## config.mk

```make
export PLATFORM = sky130hd
export DESIGN_NAME = sc_game_flow_fsm
export DESIGN_NICKNAME = d
export VERILOG_FILES = /design/src/rtl/sc_game_flow_fsm.sv
export SDC_FILE = /design/constraint.sdc
export NUM_CORES = 1
export LEC_CHECK = 0
export ABC_CLOCK_PERIOD_IN_PS = 2900
export BUFFER_PORTS_ARGS = -buffer_cell sky130_fd_sc_hd__clkbuf_2
export CORE_ASPECT_RATIO = 1.1
export CORE_MARGIN = 2
export CORE_UTILIZATION = 40
export CTS_CLUSTER_DIAMETER = 40
export DETAILED_ROUTE_END_ITERATION = 7
export HOLD_SLACK_MARGIN = 0.15
export SLEW_MARGIN = 40
export SYNTH_ARGS = -nofsm -noshare
export SYNTH_HDL_FRONTEND = slang
export SYNTH_SLANG_ARGS = --single-unit
```

## constraint.sdc

```tcl
create_clock -name SC_GAME_FLOW_FSM_CLOCK_50 -period 2.9 [get_ports SC_GAME_FLOW_FSM_CLOCK_50]
set_clock_uncertainty 0.1 [all_clocks]
set_input_delay 0 -clock SC_GAME_FLOW_FSM_CLOCK_50 [delete_from_list [all_inputs] [get_ports SC_GAME_FLOW_FSM_CLOCK_50]]
set_output_delay 0 -clock SC_GAME_FLOW_FSM_CLOCK_50 [all_outputs]
set_load 0.05 [all_outputs]
```

## src/rtl/sc_game_flow_fsm.sv

```systemverilog
// Frogger main game-flow controller: start/play/pause/dying/level-up/end sequencing
// with lives and level counters and timed respawn and level-up interludes.
//
// state      | meaning
// AWAITSTART | idle, waiting for Start press (code 0)
// PLAYING    | playfield enabled (code 1)
// PAUSED     | play frozen until Pause press (code 2)
// DYING      | respawn delay after a death (code 3)
// LEVELUP    | level-up interlude after reaching home (code 4)
// ENDGAME    | no lives left, wait for Start/Restart (code 5)
module sc_game_flow_fsm #(
    parameter int STATE_DATAWIDTH = 3,
    parameter int LIVES           = 3,
    parameter int LIVES_WIDTH     = 2,
    parameter int LEVEL_WIDTH     = 4,
    parameter int MAX_LEVEL       = 9,
    parameter int RESPAWN_TICKS   = 32,
    parameter int LEVELUP_TICKS   = 64,
    parameter int CNT_WIDTH       = 8
) (
    input  logic                       SC_GAME_FLOW_FSM_CLOCK_50,
    input  logic                       SC_GAME_FLOW_FSM_RESET_InLow,
    input  logic                       SC_GAME_FLOW_FSM_StartSignal_InLow,
    input  logic                       SC_GAME_FLOW_FSM_PauseSignal_InLow,
    input  logic                       SC_GAME_FLOW_FSM_RestartSignal_InLow,
    input  logic                       SC_GAME_FLOW_FSM_Death_In,
    input  logic                       SC_GAME_FLOW_FSM_Goal_In,
    input  logic                       SC_GAME_FLOW_FSM_Tick_In,
    output logic [STATE_DATAWIDTH-1:0] SC_GAME_FLOW_FSM_CurrentState_Out,
    output logic                       SC_GAME_FLOW_FSM_LoadSignal_out,
    output logic [LIVES_WIDTH-1:0]     SC_GAME_FLOW_FSM_Lives_Out,
    output logic [LEVEL_WIDTH-1:0]     SC_GAME_FLOW_FSM_Level_Out,
    output logic                       SC_GAME_FLOW_FSM_Respawn_Out,
    output logic                       SC_GAME_FLOW_FSM_GameOver_Out
);

    typedef enum logic [2:0] {
        AWAITSTART = 3'd0,
        PLAYING    = 3'd1,
        PAUSED     = 3'd2,
        DYING      = 3'd3,
        LEVELUP    = 3'd4,
        ENDGAME    = 3'd5
    } state_t;

    state_t                 state_q, state_n;
    logic [LIVES_WIDTH-1:0] lives_q, lives_n;
    logic [LEVEL_WIDTH-1:0] level_q, level_n;
    logic [CNT_WIDTH-1:0]   cnt_q, cnt_n;
    logic                   respawn_q, respawn_n;
    logic                   start_prev, pause_prev, restart_prev;
    logic                   armed_q;
    logic                   start_press, pause_press, restart_press;

    // armed_q masks the first cycle after reset so a button held through reset
    // is seen as already low rather than as a fresh press.
    assign start_press   = armed_q & start_prev   & ~SC_GAME_FLOW_FSM_StartSignal_InLow;
    assign pause_press   = armed_q & pause_prev   & ~SC_GAME_FLOW_FSM_PauseSignal_InLow;
    assign restart_press = armed_q & restart_prev & ~SC_GAME_FLOW_FSM_RestartSignal_InLow;

    always_ff @(posedge SC_GAME_FLOW_FSM_CLOCK_50 or negedge SC_GAME_FLOW_FSM_RESET_InLow) begin
        if (!SC_GAME_FLOW_FSM_RESET_InLow) begin
            state_q      <= AWAITSTART;
            lives_q      <= LIVES_WIDTH'(LIVES);
            level_q      <= LEVEL_WIDTH'(1);
            cnt_q        <= '0;
            respawn_q    <= 1'b0;
            start_prev   <= 1'b1;
            pause_prev   <= 1'b1;
            restart_prev <= 1'b1;
            armed_q      <= 1'b0;
        end else begin
            state_q      <= state_n;
            lives_q      <= lives_n;
            level_q      <= level_n;
            cnt_q        <= cnt_n;
            respawn_q    <= respawn_n;
            start_prev   <= SC_GAME_FLOW_FSM_StartSignal_InLow;
            pause_prev   <= SC_GAME_FLOW_FSM_PauseSignal_InLow;
            restart_prev <= SC_GAME_FLOW_FSM_RestartSignal_InLow;
            armed_q      <= 1'b1;
        end
    end

    always_comb begin
        state_n   = state_q;
        lives_n   = lives_q;
        level_n   = level_q;
        cnt_n     = cnt_q;
        respawn_n = 1'b0;
        case (state_q)
            AWAITSTART: begin
                if (start_press) begin
                    state_n   = PLAYING;
                    lives_n   = LIVES_WIDTH'(LIVES);
                    level_n   = LEVEL_WIDTH'(1);
                    respawn_n = 1'b1;
                end
            end
            PLAYING: begin
                if (restart_press) begin
                    state_n = AWAITSTART;
                end else if (SC_GAME_FLOW_FSM_Death_In) begin
                    state_n = DYING;
                    lives_n = lives_q - LIVES_WIDTH'(1);
                    cnt_n   = '0;
                end else if (SC_GAME_FLOW_FSM_Goal_In) begin
                    state_n = LEVELUP;
                    cnt_n   = '0;
                end else if (pause_press) begin
                    state_n = PAUSED;
                end
            end
            PAUSED: begin
                if (restart_press) begin
                    state_n = AWAITSTART;
                end else if (pause_press) begin
                    state_n = PLAYING;
                end
            end
            DYING: begin
                if (restart_press) begin
                    state_n = AWAITSTART;
                end else if (SC_GAME_FLOW_FSM_Tick_In) begin
                    if (cnt_q == CNT_WIDTH'(RESPAWN_TICKS - 1)) begin
                        if (lives_q == '0) begin
                            state_n = ENDGAME;
                        end else begin
                            state_n   = PLAYING;
                            respawn_n = 1'b1;
                        end
                    end else begin
                        cnt_n = cnt_q + CNT_WIDTH'(1);
                    end
                end
            end
            LEVELUP: begin
                if (restart_press) begin
                    state_n = AWAITSTART;
                end else if (SC_GAME_FLOW_FSM_Tick_In) begin
                    if (cnt_q == CNT_WIDTH'(LEVELUP_TICKS - 1)) begin
                        state_n   = PLAYING;
                        respawn_n = 1'b1;
                        if (level_q < LEVEL_WIDTH'(MAX_LEVEL)) begin
                            level_n = level_q + LEVEL_WIDTH'(1);
                        end
                    end else begin
                        cnt_n = cnt_q + CNT_WIDTH'(1);
                    end
                end
            end
            ENDGAME: begin
                if (restart_press || start_press) begin
                    state_n = AWAITSTART;
                end
            end
            default: state_n = AWAITSTART;
        endcase
    end

    assign SC_GAME_FLOW_FSM_CurrentState_Out = STATE_DATAWIDTH'(state_q);
    assign SC_GAME_FLOW_FSM_LoadSignal_out   = (state_q == PLAYING);
    assign SC_GAME_FLOW_FSM_GameOver_Out     = (state_q == ENDGAME);
    assign SC_GAME_FLOW_FSM_Lives_Out        = lives_q;
    assign SC_GAME_FLOW_FSM_Level_Out        = level_q;
    assign SC_GAME_FLOW_FSM_Respawn_Out      = respawn_q;

endmodule

```

==> run_results.csv <==
group,metric,value,unit
status,status,"finished clean",
synth,synth.distinct_cells,44,
synth,synthFlopType,"dfrtp_1",
hold_path,min_path_type,"in2async",
synth,ys_seq_area_share,39.7,%
drt,totalWireLength,3380,µm
timing,fin_crit_sh,90.8,%
power,p_clk_share,10.4,%
drt,drcViolationCount,0,
synth,synth.ff_latch_count,22,
clocking,cts.repair.resized,0,
timing,fin_tns_setup,0,ns
synth,synth-edff-count,0,
layout,layout_common_cells,"clkbuf_2, dfrtp_1, nor2_1, o21ai_0, o31ai_1",
floorplanning,start_util,41.8,%
floorplanning,io_pins,20,
drt,avgRoutedWirePerCell,14.4,µm
critical_path,criticalPathCategory,"reg2reg",
critical_path,crit_arrival,2.76,ns
timing,max_freq,0.380,GHz
clocking,clk_path_buf_depth,2,
clocking,htreeDepth,1,
floorplanning,rows,22,
placed_design,gp_congestion,0.881,
layout,drive_above_1_share,20.4,%
drt,vias,1308,
critical_path,critPathLaunchType,"flop",
clocking,hold_buffers,8,
layout,fin_nets,199,
critical_path,crit_fanout,10,
grt,grt_pass1_vias,1280,
power,swShare,51.2,%
clocking,cts_made_buffers,3,
power,cellPowerDensity,890,mW/mm²
clocking,clk_pin_slew,0.13,ns
timing,finalHoldViolCount,0,
timing,period_needed,2.63,ns
power,ir_drop,0.267,mV
critical_path,worstPathRequired,3.02,ns
drt,vias_per_cell,5.59,
synth,async_reset_ff_share,100,%
clocking,root_buffer,"clkbuf_4",
grt,grt_overflow,0,
clocking,clk_latency,0.31,ns
layout,seq_area,558,µm²
synth,synth_nets,171,
grt,antenna_found_initial,0,
power,p_seq_share,32.3,%
layout,nFillCells,346,
layout,syn_to_final_growth,17.6,%
floorplanning,die_h,66.2,µm
grt,grt_max_degree,17,
drt,drtPass1Iterations,4,
power,p_sw,0.753,mW
layout,layout.cells.most_common,"clkbuf_2",
synth,syn-cell-area,0.00141,mm²
critical_path,endpoint_kind,"flop",
timing,worst_slew_pin_slew,0.570,ns
clocking,cts_tree,"built",
synth,yosys-top-cells-area,"dfrtp_1, dfstp_2, o31ai_1, o21ai_0, nor2_1",
floorplanning,die_x,60.5,µm
clocking,post_cts_buffers,0,
grt,grtUsageTotal,19.1,%
floorplanning,die-area,0.00400,mm²
clocking,cts_sinks,22,
power,internal_power,0.717,mW
power,p_leak,0.759,nW
layout,multi_input_area,759,µm²
synth,synth_top_area_share,28.5,%
timing,slew_headroom,62.0,%
synth,synth_area_leader_cell,"dfrtp_1",
timing,drv_slew,0,
grt,grt_pass1_wl,5860,µm
floorplanning,core,0.00336,mm²
synth,syn_area_per_cell,8.84,µm²
timing,whs,0.147,ns
timing,rsz0062_at_grt,"no",
placed_design,port_buffers,19,
placed_design,dp_hpwl,2410,µm
power,pwr-share-comb,57.2,%
timing,setup_viol,0,
flow_run,drv_cap,0,
layout,finalCoreUtilization,49.2,%
synth,synth_warnings,0,
layout,diodes,0,
drt,drt_iter0_drc,116,
synth,synth_cells,159,
drt,antenna_left,0,
## final cells by class
class / count / share of cell area, %
multi-input combinational: 118 / 45.9
inverter: 9 / 2.04
sequential: 22 / 33.8
tap: 48 / 3.63
clock buffer: 4 / 1.59
timing repair buffer: 33 / 13.0
## logic make-up after synthesis
logic type | share of synthesized area, %
AOI/OAI and AO/OA | 23.1
DFF | 39.7
other | 0.267
buffers and inverters | 6.59
adders and majority gates | 3.56
and+or+nand+nor | 24.5
muxes | 2.32
## flip-flops by register name, indices dropped and copies added (netlist names)
signal                             count
SC_GAME_FLOW_FSM_CurrentState_Out      3
SC_GAME_FLOW_FSM_Level_Out             4
SC_GAME_FLOW_FSM_Lives_Out             2
SC_GAME_FLOW_FSM_Respawn_Out           1
armed_q                                1
cnt_q                                  8
pause_prev                             1
restart_prev                           1
start_prev                             1
## cells in the mapped netlist (4+ instances only)
library cell and number:
a21oi_1 7, dfrtp_1 16, o211ai_1 4, buf_2 4, nor2_1 14, dfstp_2 6
nor2b_1 4, o31ai_1 10, inv_1 9, o21ai_0 12, ha_1 4, nand3_1 7
nand3b_1 4, nand2_1 8
## critical path, stage by stage (launching register included)
cell     delay, ns
dfrtp_1       0.43
ha_1          0.26
and4_1        0.25
a311o_1       0.32
a221o_1       0.43
or3_1         0.51
o31ai_1       0.24
## power by group through the flow
stage                     registers, mW  clock network [mW]  logic, mW
after CTS                         0.474               0.161      0.845
after global placement            0.474                   0      0.822
final                             0.475               0.154      0.842
after floorplan                   0.612                   0      0.533
after global routing              0.490               0.176      0.925
after detailed placement          0.480                   0      0.834
## stage by stage
step           cells  worst slack [ns]  instance area, µm²  total power [mW]
3_5_place_dp     222             0.247                1550              1.31
4_1_cts          234             0.250                1660              1.48
3_3_place_gp     222             0.377                1550              1.30
6_report         234             0.266                1650              1.47
5_1_grt          234            0.0773                1650              1.59
2_1_floorplan    159            0.0581                1410              1.15
## per-layer routing
metal | share of wire (%) | GRT usage [%] | wire [µm] | vias up
li1 | - | - | - | 639
met1 | 43 | 23.9 | 1460 | 624
met2 | 52 | 33.7 | 1750 | 41
met3 | 4.2 | 2.74 | 142 | 4
met4 | 0.80 | 5.43 | 27 | 0
met5 | 0 | 0 | 0 | -
## worst paths after layout
kind / depth (start not counted) / slack, ns / from / end
setup / recovery: 6 / 0.27 / cnt_q[0]$_DFFE_PN0P_ / cnt_q[3]$_DFFE_PN0P_
hold / removal: 2 / 0.15 / SC_GAME_FLOW_FSM_RESET_InLow / SC_GAME_FLOW_FSM_Lives_Out[1]$_DFFE_PN1P_
setup reg to reg: 6 / 0.27 / cnt_q[0]$_DFFE_PN0P_ / cnt_q[3]$_DFFE_PN0P_
hold reg to reg: 1 / 0.42 / cnt_q[4]$_DFFE_PN0P_ / cnt_q[4]$_DFFE_PN0P_
max in group asynchronous: 3 / 2.14 / SC_GAME_FLOW_FSM_RESET_InLow / cnt_q[0]$_DFFE_PN0P_
min in group SC_GAME_FLOW_FSM_CLOCK_50: 2 / 0.23 / SC_GAME_FLOW_FSM_PauseSignal_InLow / pause_prev$_DFF_PN1_
Power figures use the tool's default switching activity.
